[src/rtl/shared_memory_arbiter.sv]
// Two-to-one arbiter sharing one single-ported memory between instruction fetch
// and the data side; one outstanding transaction, D priority with bounded I starvation.
module shared_memory_arbiter #(
  parameter int DATA_WIDTH   = 32,
  parameter int ADDRESS_BITS = 32,
  parameter int MAX_WAIT     = 4
) (
  input  logic                      clock,
  input  logic                      reset,
  input  logic                      i_read,
  input  logic [ADDRESS_BITS-1:0]   i_address_in,
  output logic                      i_ready,
  output logic                      i_valid,
  output logic [DATA_WIDTH-1:0]     i_data_out,
  output logic [ADDRESS_BITS-1:0]   i_address_out,
  input  logic                      d_read,
  input  logic                      d_write,
  input  logic [DATA_WIDTH/8-1:0]   d_byte_en,
  input  logic [ADDRESS_BITS-1:0]   d_address_in,
  input  logic [DATA_WIDTH-1:0]     d_data_in,
  output logic                      d_ready,
  output logic                      d_valid,
  output logic [DATA_WIDTH-1:0]     d_data_out,
  output logic [ADDRESS_BITS-1:0]   d_address_out,
  output logic                      m_read,
  output logic                      m_write,
  output logic [DATA_WIDTH/8-1:0]   m_byte_en,
  output logic [ADDRESS_BITS-1:0]   m_address_out,
  output logic [DATA_WIDTH-1:0]     m_data_out,
  input  logic                      m_ready,
  input  logic                      m_valid,
  input  logic [DATA_WIDTH-1:0]     m_data_in,
  input  logic [ADDRESS_BITS-1:0]   m_address_in
);

  localparam int BE_W  = DATA_WIDTH / 8;
  localparam int CNT_W = $clog2(MAX_WAIT + 1);

  typedef enum logic [1:0] {IDLE, ISSUE, WAIT} state_t;

  state_t                    state_q, state_d;
  logic                      owner_d_q, owner_d_d;
  logic                      wr_q, wr_d;
  logic [ADDRESS_BITS-1:0]   addr_q, addr_d;
  logic [DATA_WIDTH-1:0]     wdata_q, wdata_d;
  logic [BE_W-1:0]           be_q, be_d;
  logic [CNT_W-1:0]          lose_cnt_q, lose_cnt_d;
  logic                      i_valid_q, i_valid_d;
  logic [DATA_WIDTH-1:0]     i_data_q, i_data_d;
  logic [ADDRESS_BITS-1:0]   i_addr_q, i_addr_d;
  logic                      d_valid_q, d_valid_d;
  logic [DATA_WIDTH-1:0]     d_data_q, d_data_d;
  logic [ADDRESS_BITS-1:0]   d_addr_q, d_addr_d;
  logic                      d_req, i_wins, grant_i, grant_d;

  always_comb begin
    state_d    = state_q;
    owner_d_d  = owner_d_q;
    wr_d       = wr_q;
    addr_d     = addr_q;
    wdata_d    = wdata_q;
    be_d       = be_q;
    lose_cnt_d = lose_cnt_q;
    i_valid_d  = 1'b0;
    i_data_d   = i_data_q;
    i_addr_d   = i_addr_q;
    d_valid_d  = 1'b0;
    d_data_d   = d_data_q;
    d_addr_d   = d_addr_q;
    grant_i    = 1'b0;
    grant_d    = 1'b0;
    d_req      = d_read | d_write;
    // I wins when alone, or when contested after MAX_WAIT consecutive losses
    i_wins     = i_read & (~d_req | (lose_cnt_q == CNT_W'(MAX_WAIT)));

    case (state_q)
      IDLE: begin
        if (!reset) begin
          grant_i = i_wins;
          grant_d = d_req & ~i_wins;
        end
        if (grant_i) begin
          owner_d_d  = 1'b0;
          wr_d       = 1'b0;
          addr_d     = i_address_in;
          be_d       = '1;
          lose_cnt_d = '0;
          state_d    = ISSUE;
        end else if (grant_d) begin
          owner_d_d  = 1'b1;
          wr_d       = d_write;
          addr_d     = d_address_in;
          wdata_d    = d_data_in;
          be_d       = d_write ? d_byte_en : '1;
          if (i_read) lose_cnt_d = lose_cnt_q + CNT_W'(1);
          state_d    = ISSUE;
        end
      end
      ISSUE: begin
        if (m_ready) begin
          if (wr_q) begin
            d_valid_d = 1'b1;
            d_addr_d  = addr_q;
            state_d   = IDLE;
          end else begin
            state_d   = WAIT;
          end
        end
      end
      WAIT: begin
        if (m_valid) begin
          if (owner_d_q) begin
            d_valid_d = 1'b1;
            d_data_d  = m_data_in;
            d_addr_d  = m_address_in;
          end else begin
            i_valid_d = 1'b1;
            i_data_d  = m_data_in;
            i_addr_d  = m_address_in;
          end
          state_d = IDLE;
        end
      end
      default: state_d = IDLE;
    endcase
  end

  always_ff @(posedge clock or posedge reset) begin
    if (reset) begin
      state_q    <= IDLE;
      owner_d_q  <= 1'b0;
      wr_q       <= 1'b0;
      addr_q     <= '0;
      wdata_q    <= '0;
      be_q       <= '0;
      lose_cnt_q <= '0;
      i_valid_q  <= 1'b0;
      i_data_q   <= '0;
      i_addr_q   <= '0;
      d_valid_q  <= 1'b0;
      d_data_q   <= '0;
      d_addr_q   <= '0;
    end else begin
      state_q    <= state_d;
      owner_d_q  <= owner_d_d;
      wr_q       <= wr_d;
      addr_q     <= addr_d;
      wdata_q    <= wdata_d;
      be_q       <= be_d;
      lose_cnt_q <= lose_cnt_d;
      i_valid_q  <= i_valid_d;
      i_data_q   <= i_data_d;
      i_addr_q   <= i_addr_d;
      d_valid_q  <= d_valid_d;
      d_data_q   <= d_data_d;
      d_addr_q   <= d_addr_d;
    end
  end

  assign i_ready       = grant_i;
  assign d_ready       = grant_d;
  assign i_valid       = i_valid_q;
  assign i_data_out    = i_data_q;
  assign i_address_out = i_addr_q;
  assign d_valid       = d_valid_q;
  assign d_data_out    = d_data_q;
  assign d_address_out = d_addr_q;
  assign m_read        = (state_q == ISSUE) & ~wr_q;
  assign m_write       = (state_q == ISSUE) & wr_q;
  assign m_byte_en     = be_q;
  assign m_address_out = addr_q;
  assign m_data_out    = wdata_q;

endmodule

[config.mk]
export PLATFORM = sky130hd
export DESIGN_NAME = shared_memory_arbiter
export DESIGN_NICKNAME = d
export VERILOG_FILES = /design/src/rtl/shared_memory_arbiter.sv
export SDC_FILE = /design/constraint.sdc
export NUM_CORES = 1
export LEC_CHECK = 0
export CORE_MARGIN = 1
export CORE_UTILIZATION = 35
export CTS_CLUSTER_SIZE = 12
export DETAILED_ROUTE_END_ITERATION = 12
export PLACE_DENSITY = 0.8
export SETUP_SLACK_MARGIN = 0.2
export SLEW_MARGIN = 20
export SYNTH_ARGS = -nofsm -noshare
export SYNTH_HDL_FRONTEND = slang
export SYNTH_SLANG_ARGS = --single-unit
[constraint.sdc]
create_clock -name clock -period 7.1 [get_ports clock]
set_clock_uncertainty 0.15 [all_clocks]
set_input_delay 0.71 -clock clock [delete_from_list [all_inputs] [get_ports clock]]
set_output_delay 0.71 -clock clock [all_outputs]
set_load 0.01 [all_outputs]
# Word-level counts from Yosys, hierarchy flattened

Index checks and enable logic that the tools add are counted.

Register bits after elaboration: 205
Input bits: 171
Output and inout port bits: 202

Eq/ne operators: 8
Reductions and logical operators: 11
$add $sub $neg: 1
Multiplexer cells: 37
Bitwise logic cells: 11

Operators by type and width:

| operator              | count |
|---|---|
| $mux W32              | 6 |
| $pmux W32 S2          | 1 |
| $mux W1               | 17 |
| $reduce_and A3 Y1     | 5 |
| $mux W4               | 3 |
| $mux W2               | 5 |
| $mux W3               | 3 |
| $ne A2 B2 Y1 const B  | 4 |
| $pmux W2 S3           | 1 |
| $reduce_bool A2 Y1    | 3 |
| $not A1 Y1            | 5 |
| $reduce_and A5 Y1     | 1 |
| $and A1 B1 Y1         | 4 |
| $add A3 B1 Y3 const B | 1 |
| $eq A3 B3 Y1 const B  | 1 |
| $ne A3 B3 Y1 const B  | 1 |
| $eq A2 B1 Y1 const B  | 1 |
| $eq A2 B2 Y1 const B  | 1 |
| $logic_not A2 Y1      | 1 |
| $or A1 B1 Y1          | 2 |
| $pmux W1 S2           | 1 |
| $reduce_and A2 Y1     | 1 |

# Longest topological paths before layout

Gate-level depths: netlist of the first run.

Depth after elaboration: 11
Depth in mapped cells: 9

# Worst setup path after synthesis of the first run

No wires, ideal clock.

Path kind: input to output
Start point: input reset
End point: output d_ready
Buffers on the path: 2
Stages on the path: 5
Slack: 0.172 ns
Arrival: 6.068 ns
Path through: inv_1 -> and3_4 -> buf_6 -> nor2_8 -> buf_12

Word-level cells in the longest chain between the ends: 3

Ends and longest elaborated chain:

| element               | RTL line | RTL |
|---|---|---|
| from (decl)           | 9        | `input logic reset,` |
| $mux W1               | 78       | `if (!reset) begin` |
| $mux W1 (2 in series) | 76       | `case (state_q)` |
| to (decl)             | 21       | `output logic d_ready,` |

No other way between the ends. The select of a mux whose other input is x is not followed.

# Worst setup path after layout of the first run

Start point: register state_q[0]
End point: output d_ready

Word-level cells in the longest chain between the ends: 2

Ends and longest elaborated chain:

| element                | RTL line | RTL |
|---|---|---|
| from (decl)            | 41       | `state_t state_q, state_d;` |
| from (signal assigned) | 144      | `state_q <= state_d;` |
| $logic_not A2 Y1       | 76       |  |
| $mux W1                | 76       |  |

No other way between the ends.

==> summary.md, run 1 <==
| Metric | Value |
|---|---|
| Most frequent cells in the layout | `372 x clkdlybuf4s50_1, 227 x nand2_1, 205 x dfrtp_1` |
| RSZ-0062 raised after global routing | `false` |
| CTS tree | `yes` |
| NetSw | `about 1.9 mW` |
| Initial antenna violation count | `1` |
| Crit-path slowest cell | `nor2_8` |
| Final setup TNS | `0 ns` |
| Setup violators final | `0` |
| Vias per inst | `4.80` |
| Endpoints failing hold | `0` |
| CP Max Fanout | `38` |
| Crit-path leading delay family | `simple AND/OR/NAND/NOR gates` |
| Residual DRC | `0` |
| Mapped Area | `slightly below 9000 um^2` |
| First-pass DRT Iterations | `7` |
| Chip width | `about 160 um` |
| Sw Share | `between 30% and 40%` |
| Leak Pwr | `between 5 and 6 nW` |
| Longest Clk Path Bufs | `3` |
| DRT iter0 DRCs | `~400` |
| Hold Startpoint | `i_address_out[8]` |
| Crit path kind | `register to output pin` |
| Vias | `roughly 7,000` |
| Nets | `between 1,000 and 1,500` |
| Routed Antenna Nets | `0` |
| Commonest non-fill, non-tap cell in the layout | `clkdlybuf4s50_1` |
| Resized Gates After CTS | `0` |
| PortBufs | `372` |
| Crit path capture type | `output pin` |
| Critical path cell sequence | `inv_1 > ha_1 > nor2b_1 > nand2_4 > nor2_8 > clkdlybuf4s50_1` |
| GP Congestion | `0.812` |
| Arr. time, crit path | `3.29 ns` |
| Placed insts | `~1,400` |
| Die area | `approximately 25,000 um^2` |
| Clock root cell | `clkbuf_16` |
| Vias in the first global route | `7,376` |
| Largest net degree at the start of global routing | `between 70 and 80` |
| CTS H-Tree Depth | `1` |
| Number of cell rows | `57` |
| Power Density | `between 400 and 500 nW/um^2` |
| Internal | `between 3 and 4 mW` |
| Total wire length | `~26,000 um` |
| Fin crit period | `between 4 and 5 ns` |
| Post-detail-place hpwl | `18,300 um` |
| Share of layout cells above drive strength 1 | `between 10% and 20%` |
| Non-Filler Instances | `roughly 1,500` |
| Post-CTS Hold Buffers | `0` |
| Hold Crit Depth | `2` |
| Worst r2r path cells | `9` |
| Cells after Synth | `~760` |
| Net Count, Synth | `934` |
| Skew-Pair Late Insertion Delay | `roughly 0.50 ns` |
| Filler instances | `2,067` |
| Tcrit/Tclk final | `between 50% and 60%` |
| Worst vdd ir | `282 uV` |
| Worst-margin pin slew | `around 0.99 ns` |
| Setup bufs post-CTS | `0` |
| Status | `completed` |
| Seq cells post-synth | `205` |
| Fraction of power consumed by combinational cells | `a little under half` |
| Layout Area Growth over Synthesis | `53.7%` |
| Synth Warn # | `0` |
| Initial Utilization | `35.6%` |
| Grt ovf | `0` |
| Hold endpoint | `i_address_out[8]` |
| Worst reg2reg setup slack | `3.73 ns` |
| Critical Path RT | `6.24 ns` |
| Rel. slew slack | `about a third` |
| Sequential share of the synthesized area | `59.2%` |
| Floorplan Core Area | `24,300 um^2` |
| Worst min path class | `register to register` |
| Cts bufs inserted | `23` |
| Die height | `~160 um` |
| Clk sink count | `between 200 and 250` |
| Synthesized area per cell | `between 10 and 15 um^2` |
| Clock power share | `between 15 and 20%` |
| Average wire per standard cell | `approximately 18 um` |
| CP max stage delay | `0.70 ns` |
| Maximum capacitance violations | `0` |
| Worst r2r src | `state_q[0]` |
| Total Routing Usage GR | `between 20% and 30%` |
| RR Endpoint | `i_data_out[25]` |
| Clock slew at reported path FFs | `approximately 0.06 ns` |
| Achievable Freq | `between 200 and 250 MHz` |
| CP startpoint kind | `register` |
| Buf+Inv Stages, Crit Path | `2` |
| Max Slew Vio Count | `0` |
| First-pass GRT wire length | `41,600 um` |
| Distinct cells, synth | `33` |
| I/O Pins | `373` |
| Flop pwr share | `35.0%` |
-- cell type report --
cell class,count,area [um^2],share of cell area (%)
clock inverter,5,57.6,0.432
antenna,1,2.50,0.0188
sequential,205,5130,38.5
tap,324,405,3.04
clock buffer,36,684,5.14
inverter,9,37.5,0.282
multi-input combinational,501,3220,24.2
timing repair buffer,380,3780,28.4
-- cells in the mapped netlist --
cell type | count | area (um^2)
nor2_1 | 48 | 180
nand3b_1 | 2 | 15.0
nor3_4 | 1 | 16.3
a31oi_1 | 4 | 25.0
nand2_4 | 1 | 11.3
buf_6 | 9 | 101
nand3_1 | 3 | 15.0
buf_2 | 8 | 40.0
inv_1 | 9 | 33.8
o21ai_1 | 1 | 5.00
a21oi_1 | 64 | 320
nor2_8 | 1 | 20.0
o2bb2ai_2 | 1 | 15.0
mux2_2 | 99 | 1110
buf_4 | 2 | 15.0
and2_1 | 1 | 6.26
clkbuf_1 | 20 | 75.1
ha_1 | 5 | 62.6
mux2_4 | 29 | 435
o22a_1 | 1 | 8.76
nand2_1 | 227 | 852
o21ai_0 | 4 | 20.0
buf_12 | 3 | 60.1
mux2_1 | 1 | 11.3
dfrtp_1 | 205 | 5130
or3_4 | 1 | 11.3
and3_4 | 1 | 11.3
o41ai_1 | 1 | 8.76
a21boi_0 | 2 | 15.0
o22ai_2 | 1 | 12.5
nor2b_1 | 1 | 6.26
buf_1 | 1 | 3.75
a22o_1 | 1 | 8.76
-- how the worst max path moves through the flow --
stage	slack [ns]	cells past startpoint	start	endpoint
floorplan	1.35	5	reset	d_ready
global placement	3.04	5	d_write	d_ready
detailed placement	2.99	5	d_write	d_ready
finish	2.95	6	state_q[0]	d_ready
CTS	2.93	6	state_q[0]	d_ready
global route	2.77	6	state_q[0]	d_ready
-- sequential cells by signal, summed over array words and instances, names as in the netlist --
register and cells:
i_address_out 32, wr_q 1, m_data_out 32, d_data_out 32, owner_d_q 1, i_valid 1, d_address_out 32, i_data_out 32
m_address_out 32, d_valid 1, state_q 2, m_byte_en 4, lose_cnt_q 3
-- cell families (layout without fill, tap and decap cells) --
logic type	count (synthesis)	after routing	share of synthesized area, %
simple gates	287	287	13.2
flops	205	205	59.2
mux	129	129	18.0
compound gates	80	80	5.07
buf+inv	52	430	3.80
fa+ha+maj	5	5	0.722
other cells	0	1	0
-- layer usage --
metal	track usage, %	vias up	share of wire [%]
li1	-	3231	-
met1	25.3	3436	40
met2	36.2	287	50
met3	4.22	60	6.1
met4	7.21	0	3.4
met5	0	-	0
-- worst register-to-register path, cell delays in order, from the launching register on --
cell and delay, ns:
dfrtp_1 0.40, inv_1 0.10, ha_2 0.41, buf_4 0.46, nand3b_1 0.13, buf_4 0.38
inv_2 0.48, buf_4 0.53, nand2_1 0.18, nand2_1 0.09
-- power groups by stage --
stage,clock network [mW],logic (mW),registers (mW)
finish,1.15,2.66,2.05
global route,1.23,2.84,2.13
CTS,1.19,2.69,2.06
detailed placement,0,2.67,2.07
global placement,0,2.62,2.04
floorplan,0,1.05,2.26
-- metrics by stage --
stage	area (um^2)	hold WS (ns)	util [%]	worst slack, ns	power [mW]
after floorplan	8670	0.310	-	1.35	3.31
after global placement	12600	0.307	51.7	3.04	4.66
after detailed placement	12600	0.311	51.7	2.99	4.74
after CTS	13300	0.326	54.8	2.93	5.93
after global routing	13300	0.339	54.8	2.77	6.20
final	13300	0.322	54.8	2.95	5.87
Power figures use the tool's default switching activity.
==> inputs of run 2 (changes only) <==
--- a/config.mk
+++ b/config.mk
@@ -9,7 +9,7 @@
 export CORE_UTILIZATION = 35
 export CTS_CLUSTER_SIZE = 12
 export DETAILED_ROUTE_END_ITERATION = 12
-export PLACE_DENSITY = 0.8
+export PLACE_DENSITY = 0.77
 export SETUP_SLACK_MARGIN = 0.2
 export SLEW_MARGIN = 20
 export SYNTH_ARGS = -nofsm -noshare
==> constraint.sdc (replaced) <==
create_clock -name clock -period 4 [get_ports clock]
set_clock_uncertainty 0.15 [all_clocks]
set_input_delay 0.4 -clock clock [delete_from_list [all_inputs] [get_ports clock]]
set_output_delay 0.4 -clock clock [all_outputs]
set_load 0.01 [all_outputs]
==> run 2 against run 1 <==
Cell count is 0.55% higher; largest power group unchanged; worst setup slack worse by 1.9 ns; first-iteration DRC count down 8.5%; sequential share of layout area fell by 0.63 points; sequential power up 78%; clock power rose by 120%.
==> summary.md, run 2 (synthesis gave the netlist of run 1 again) <==
| Metric | Value |
|---|---|
| Cell area after layout | `13,500 um^2` |
| First-pass GRT wire length | `~42,000 um` |
| CP startpoint kind | `register` |
| Worst vdd ir | `451 uV` |
| Non-Filler Instances | `between 1,000 and 1,500` |
| Routed Antenna Nets | `0` |
| Placed insts | `1,425` |
| Residual DRC | `0` |
| Post-CTS Hold Buffers | `0` |
| Crit path capture type | `output pin` |
| Total wire length | `26,700 um` |
| Worst min path class | `input port to register` |
| Area taken by multi-input logic gates | `3220 um^2` |
| Largest net degree at the start of global routing | `77` |
| Resized Gates After CTS | `0` |
| Rel. slew slack | `36.5%` |
| Critical Path RT | `3.45 ns` |
| CTS H-Tree Depth | `1` |
| CP Max Fanout | `13` |
| PortBufs | `~370` |
| Longest Clk Path Bufs | `3` |
| Tcrit/Tclk final | `around 74%` |
| Endpoints failing hold | `0` |
| Total Routing Usage GR | `between 20% and 30%` |
| Clock root cell | `clkbuf_16` |
| Cts bufs inserted | `24` |
| Share of layout cells above drive strength 1 | `roughly 17%` |
| Initial Utilization | `between 30% and 40%` |
| GP Congestion | `~0.81` |
| Fin crit period | `between 2 and 3 ns` |
| Chip width | `~160 um` |
| Filler instances | `about 2,000` |
| Leak Pwr | `between 6 and 7 nW` |
| Vias per inst | `approximately 4.8` |
| Setup violators final | `0` |
| Skew-Pair Late Insertion Delay | `0.50 ns` |
| CTS tree | `yes` |
| Clock slew at reported path FFs | `about 0.060 ns` |
| Maximum capacitance violations | `0` |
| Number of cell rows | `57` |
| RSZ-0062 raised after global routing | `false` |
| Nets | `~1,300` |
| Clk sink count | `about 210` |
| Final setup TNS | `0 ns` |
| Die area | `~25,000 um^2` |
| Setup bufs post-CTS | `0` |
| Floorplan Core Area | `between 20,000 and 25,000 um^2` |
| I/O Pins | `around 370` |
| Die height | `159 um` |
| Crit path kind | `register to output pin` |
| DRT iter0 DRCs | `approximately 360` |
| Post-detail-place hpwl | `~19,000 um` |
| Vias | `between 7,000 and 8,000` |
| Grt ovf | `0` |
| First-pass DRT Iterations | `5` |
| Power Density | `803 nW/um^2` |
| Worst-margin pin slew | `between 0.9 and 1 ns` |
| Vias in the first global route | `7,243` |
| Initial antenna violation count | `1` |
| Most frequent cells in the layout | `372 x clkdlybuf4s50_1, 227 x nand2_1, 205 x dfrtp_1` |
| Average wire per standard cell | `approximately 18 um` |
| Total design power | `10.9 mW` |
| Commonest non-fill, non-tap cell in the layout | `clkdlybuf4s50_1` |
| Layout Area Growth over Synthesis | `56.3%` |
| Placed cell area | `about 13,000 um^2` |
| Max Slew Vio Count | `0` |
| Achievable Freq | `approximately 340 MHz` |
| Arr. time, crit path | `about 2.4 ns` |
| Status | `completed` |
| Register area | `~5000 um^2` |
[run 2: changes by cell type in the layout (fill, tap and decap cells not counted), sizes merged]
cell / previous run / this run
buf: 8 / 14
bufinv: 1 / 6
clkbuf: 36 / 35
clkinv: 3 / 2
inv: 9 / 8
[run 2: cell type report]
class | count | area share [%]
diodes | 1 | 0.0185
clock inverters | 8 | 1.40
well taps | 324 | 2.99
multi-input cells | 501 | 23.8
repair buffers | 386 | 28.3
flip-flops and latches | 205 | 37.9
inverters | 9 | 0.277
clock buffers | 35 | 5.41
[run 2: worst paths after layout]
path                                        from                 to  slack (ns)  depth (start not counted)
worst max-delay path                  state_q[0]            i_ready        1.02                          6
worst min register to register  i_address_out[6]   i_address_out[6]        0.32                          2
max in group asynchronous                  reset  i_address_out[31]        1.76                          4
worst min-delay path             d_address_in[9]   m_address_out[9]        0.29                          3
min in group asynchronous                  reset      lose_cnt_q[2]        0.47                          3
worst max register to register        state_q[0]     m_data_out[28]        1.48                          7
[run 2: stage by stage]
stage / hold WS (ns) / worst slack [ns] / util [%]
floorplan: 0.309 / -0.991 / -
global placement: 0.308 / 1.16 / 51.9
detailed placement: 0.311 / 1.11 / 51.9
CTS: 0.263 / 0.998 / 55.7
global route: 0.282 / 0.842 / 55.7
finish: 0.286 / 1.02 / 55.7
[run 2: power by group]
| group | internal, mW | leakage, nW | switching [mW] |
|---|---|---|---|
| registers | 3.05 | 2.48 | 0.609 |
| clock network | 1.65 | 0.455 | 0.843 |
| logic | 2.82 | 3.08 | 1.90 |
| total | 7.52 | 6.02 | 3.35 |
[run 2: layer usage]
metal	global-route usage, %	up-vias	share of wire (%)
li1	-	3248	-
met1	26.0	3429	40
met2	36.5	287	50
met3	3.96	49	6.7
met4	6.16	0	2.6
met5	0	-	0
[run 2: critical path: stages, from the launching register on]
cell and delay, ns:
dfrtp_1 0.40, inv_1 0.09, ha_1 0.23, nor2b_1 0.27, nand2_4 0.18, nor2_1 0.19
clkdlybuf4s50_1 0.56
==> inputs of run 3 (changes only) <==
==> constraint.sdc (replaced) <==
create_clock -name clock -period 2.9 [get_ports clock]
set_clock_uncertainty 0.15 [all_clocks]
set_input_delay 0.29 -clock clock [delete_from_list [all_inputs] [get_ports clock]]
set_output_delay 0.29 -clock clock [all_outputs]
set_load 0.01 [all_outputs]
==> run 3 against run 2 <==
Cell area down 1.1%; worst setup slack worse by 0.64 ns; critical path depth down 1; flip-flop and latch count did not move; via count is 0.64% lower; global-route usage down 0.18 points; sequential power up 38%; utilization is 0.59 points lower; worst hold slack lost 0.11 ns; clock power grew 11%; critical path type unchanged.
==> summary.md, run 3 (synthesis gave the netlist of run 1 again) <==
| Metric | Value |
|---|---|
| Achievable Freq | `approximately 400 MHz` |
| CP max stage delay | `approximately 0.63 ns` |
| First-pass GRT wire length | `approximately 41,000 um` |
| CTS tree | `yes` |
| Vias per inst | `between 4 and 5` |
| Placed insts | `around 1,400` |
| Leak Pwr | `5.97 nW` |
| Routed Antenna Nets | `0` |
| Worst Setup EP | `m_read` |
| Most frequent cells in the layout | `370 x clkdlybuf4s50_1, 227 x nand2_1, 205 x dfrtp_1` |
| I/O Pins | `~370` |
| Fin crit period | `2.52 ns` |
| ANT cells | `0` |
| Crit path kind | `register to output pin` |
| Setup violators final | `0` |
| Longest Clk Path Bufs | `3` |
| RR Endpoint | `m_data_out[28]` |
| Initial antenna violation count | `0` |
| Endpoints failing hold | `0` |
| Worst reg2reg setup slack | `~0.44 ns` |
| Clock root cell | `clkbuf_16` |
| Metal3 WL | `1690 um` |
| Cell area after layout | `around 13,000 um^2` |
| Met2 WL | `12,900 um` |
| CP Max Fanout | `4` |
| CP startpoint kind | `register` |
| Largest net degree at the start of global routing | `slightly below 80` |
| Vias | `~7,000` |
| PortBufs | `~370` |
| Grt ovf | `0` |
| Die height | `~160 um` |
| Post-CTS Hold Buffers | `0` |
| Total wire length | `approximately 26,000 um` |
| Critical path's most frequent cell | `inv_1` |
| Crit-path slowest cell | `clkdlybuf4s50_1` |
| Share of layout cells above drive strength 1 | `17.1%` |
| Critical path cell sequence | `inv_1 > ha_1 > inv_1 > nor2_1 > clkdlybuf4s50_1` |
| Nets | `~1,300` |
| Clock slew at reported path FFs | `~0.060 ns` |
| First-pass DRT Iterations | `6` |
| Worst min path class | `input port to register` |
| Skew-Pair Late Insertion Delay | `about 0.50 ns` |
| Setup crit start | `state_q[1]` |
| Residual DRC | `0` |
| Clk sink count | `a little over 200` |
| Top sig layer | `met4` |
| DRT iter0 DRCs | `408` |
| Chip width | `159 um` |
| Total Routing Usage GR | `about a fifth` |
| Cts bufs inserted | `23` |
| Floorplan Core Area | `roughly 24,000 um^2` |
| Die area | `between 20,000 and 30,000 um^2` |
| Worst-margin pin slew | `0.967 ns` |
| Arr. time, crit path | `2.08 ns` |
| Final setup TNS | `0 ns` |
| Average wire per standard cell | `between 15 and 20 um` |
| Worst r2r src | `state_q[0]` |
| Number of cell rows | `57` |
| Crit path capture type | `output pin` |
| Rel. slew slack | `a little over a third` |
| RSZ-0062 raised after global routing | `false` |
| Status | `completed` |
| Max Slew Vio Count | `0` |
| Non-Filler Instances | `approximately 1,500` |
| Power Density | `roughly 1100 nW/um^2` |
| Post-detail-place hpwl | `between 15,000 and 20,000 um` |
| Maximum capacitance violations | `0` |
| Layout Area Growth over Synthesis | `54.6%` |
| Metal-1 WL | `between 10,000 and 15,000 um` |
| Initial Utilization | `a little over a third` |
| Worst vdd ir | `between 400 and 500 uV` |
| Filler instances | `2,055` |
| CTS H-Tree Depth | `1` |
| Worst r2r path cells | `8` |
| Vias in the first global route | `about 7,200` |
| Critical Path RT | `2.46 ns` |
| Placed cell area | `12,700 um^2` |
| Commonest non-fill, non-tap cell in the layout | `clkdlybuf4s50_1` |
| Tcrit/Tclk final | `86.9%` |
| GP Congestion | `slightly above 0.8` |
## run 3: cell types whose count changed in the layout (fill, tap and decap cells not counted), moves of 2 or more
cell and delta:
clkinv_2 +5, clkbuf_16 -2, clkdlybuf4s50_1 -2, bufinv_16 -5, clkbuf_8 -3, buf_12 +3
## run 3: what timing repair did
action                                  CTS  global route
gates cloned                              0             0
hold endpoints to repair                  0             0
pin swaps                                 1             0
resized for setup                         2             3
setup buffers                             1             0
endpoints found under the setup margin    2             1
## run 3: how the worst min path moves through the flow
stage                       from                end  slack, ns  cells past startpoint
6_report         d_address_in[4]   m_address_out[4]       0.17                      3
5_1_grt          d_address_in[4]   m_address_out[4]       0.17                      3
4_1_cts          d_address_in[7]   m_address_out[7]       0.15                      3
3_5_place_dp   i_address_out[15]  i_address_out[15]       0.31                      2
3_3_place_gp      i_data_out[23]     i_data_out[23]       0.31                      2
2_1_floorplan            d_write       m_byte_en[0]       0.24                      1
## run 3: cell type report
type | count | area [um^2] | area share (%)
multi-input combinational | 501 | 3230 | 24.1
clock inverter | 9 | 73.8 | 0.551
clock buffer | 29 | 638 | 4.76
inverter | 9 | 37.5 | 0.280
sequential | 205 | 5130 | 38.3
tap | 324 | 405 | 3.02
timing repair buffer | 389 | 3890 | 29.0
## run 3: metrics by stage
stage	hold slack, ns	util [%]	setup slack (ns)	power, mW
finish	0.172	55.1	0.380	14.4
global route	0.168	55.1	0.252	15.2
CTS	0.154	55.1	0.178	14.5
detailed placement	0.311	52.1	0.270	11.7
global placement	0.307	52.1	0.335	11.5
floorplan	0.236	-	-1.98	8.10
## run 3: where the power goes
group | leakage, nW | internal [mW] | switching (mW)
Sequential | 2.48 | 4.20 | 0.837
Combinational | 3.13 | 3.93 | 2.63
Clock | 0.361 | 1.63 | 1.13
Total | 5.97 | 9.76 | 4.60
## run 3: critical path, delay by kind of cell (launching register included)
family / cells / cell delay, ns
buffers and inverters: 3 / 0.80
DFF: 1 / 0.40
and+or+nand+nor: 1 / 0.25
adders and majority gates: 1 / 0.14
## run 3: metal layers
layer / global-route usage, % / up-vias
met5: 0 / -
met4: 6.56 / 0
met1: 26.2 / 3393
li1: - / 3246
met2: 35.2 / 276
met3: 4.51 / 53
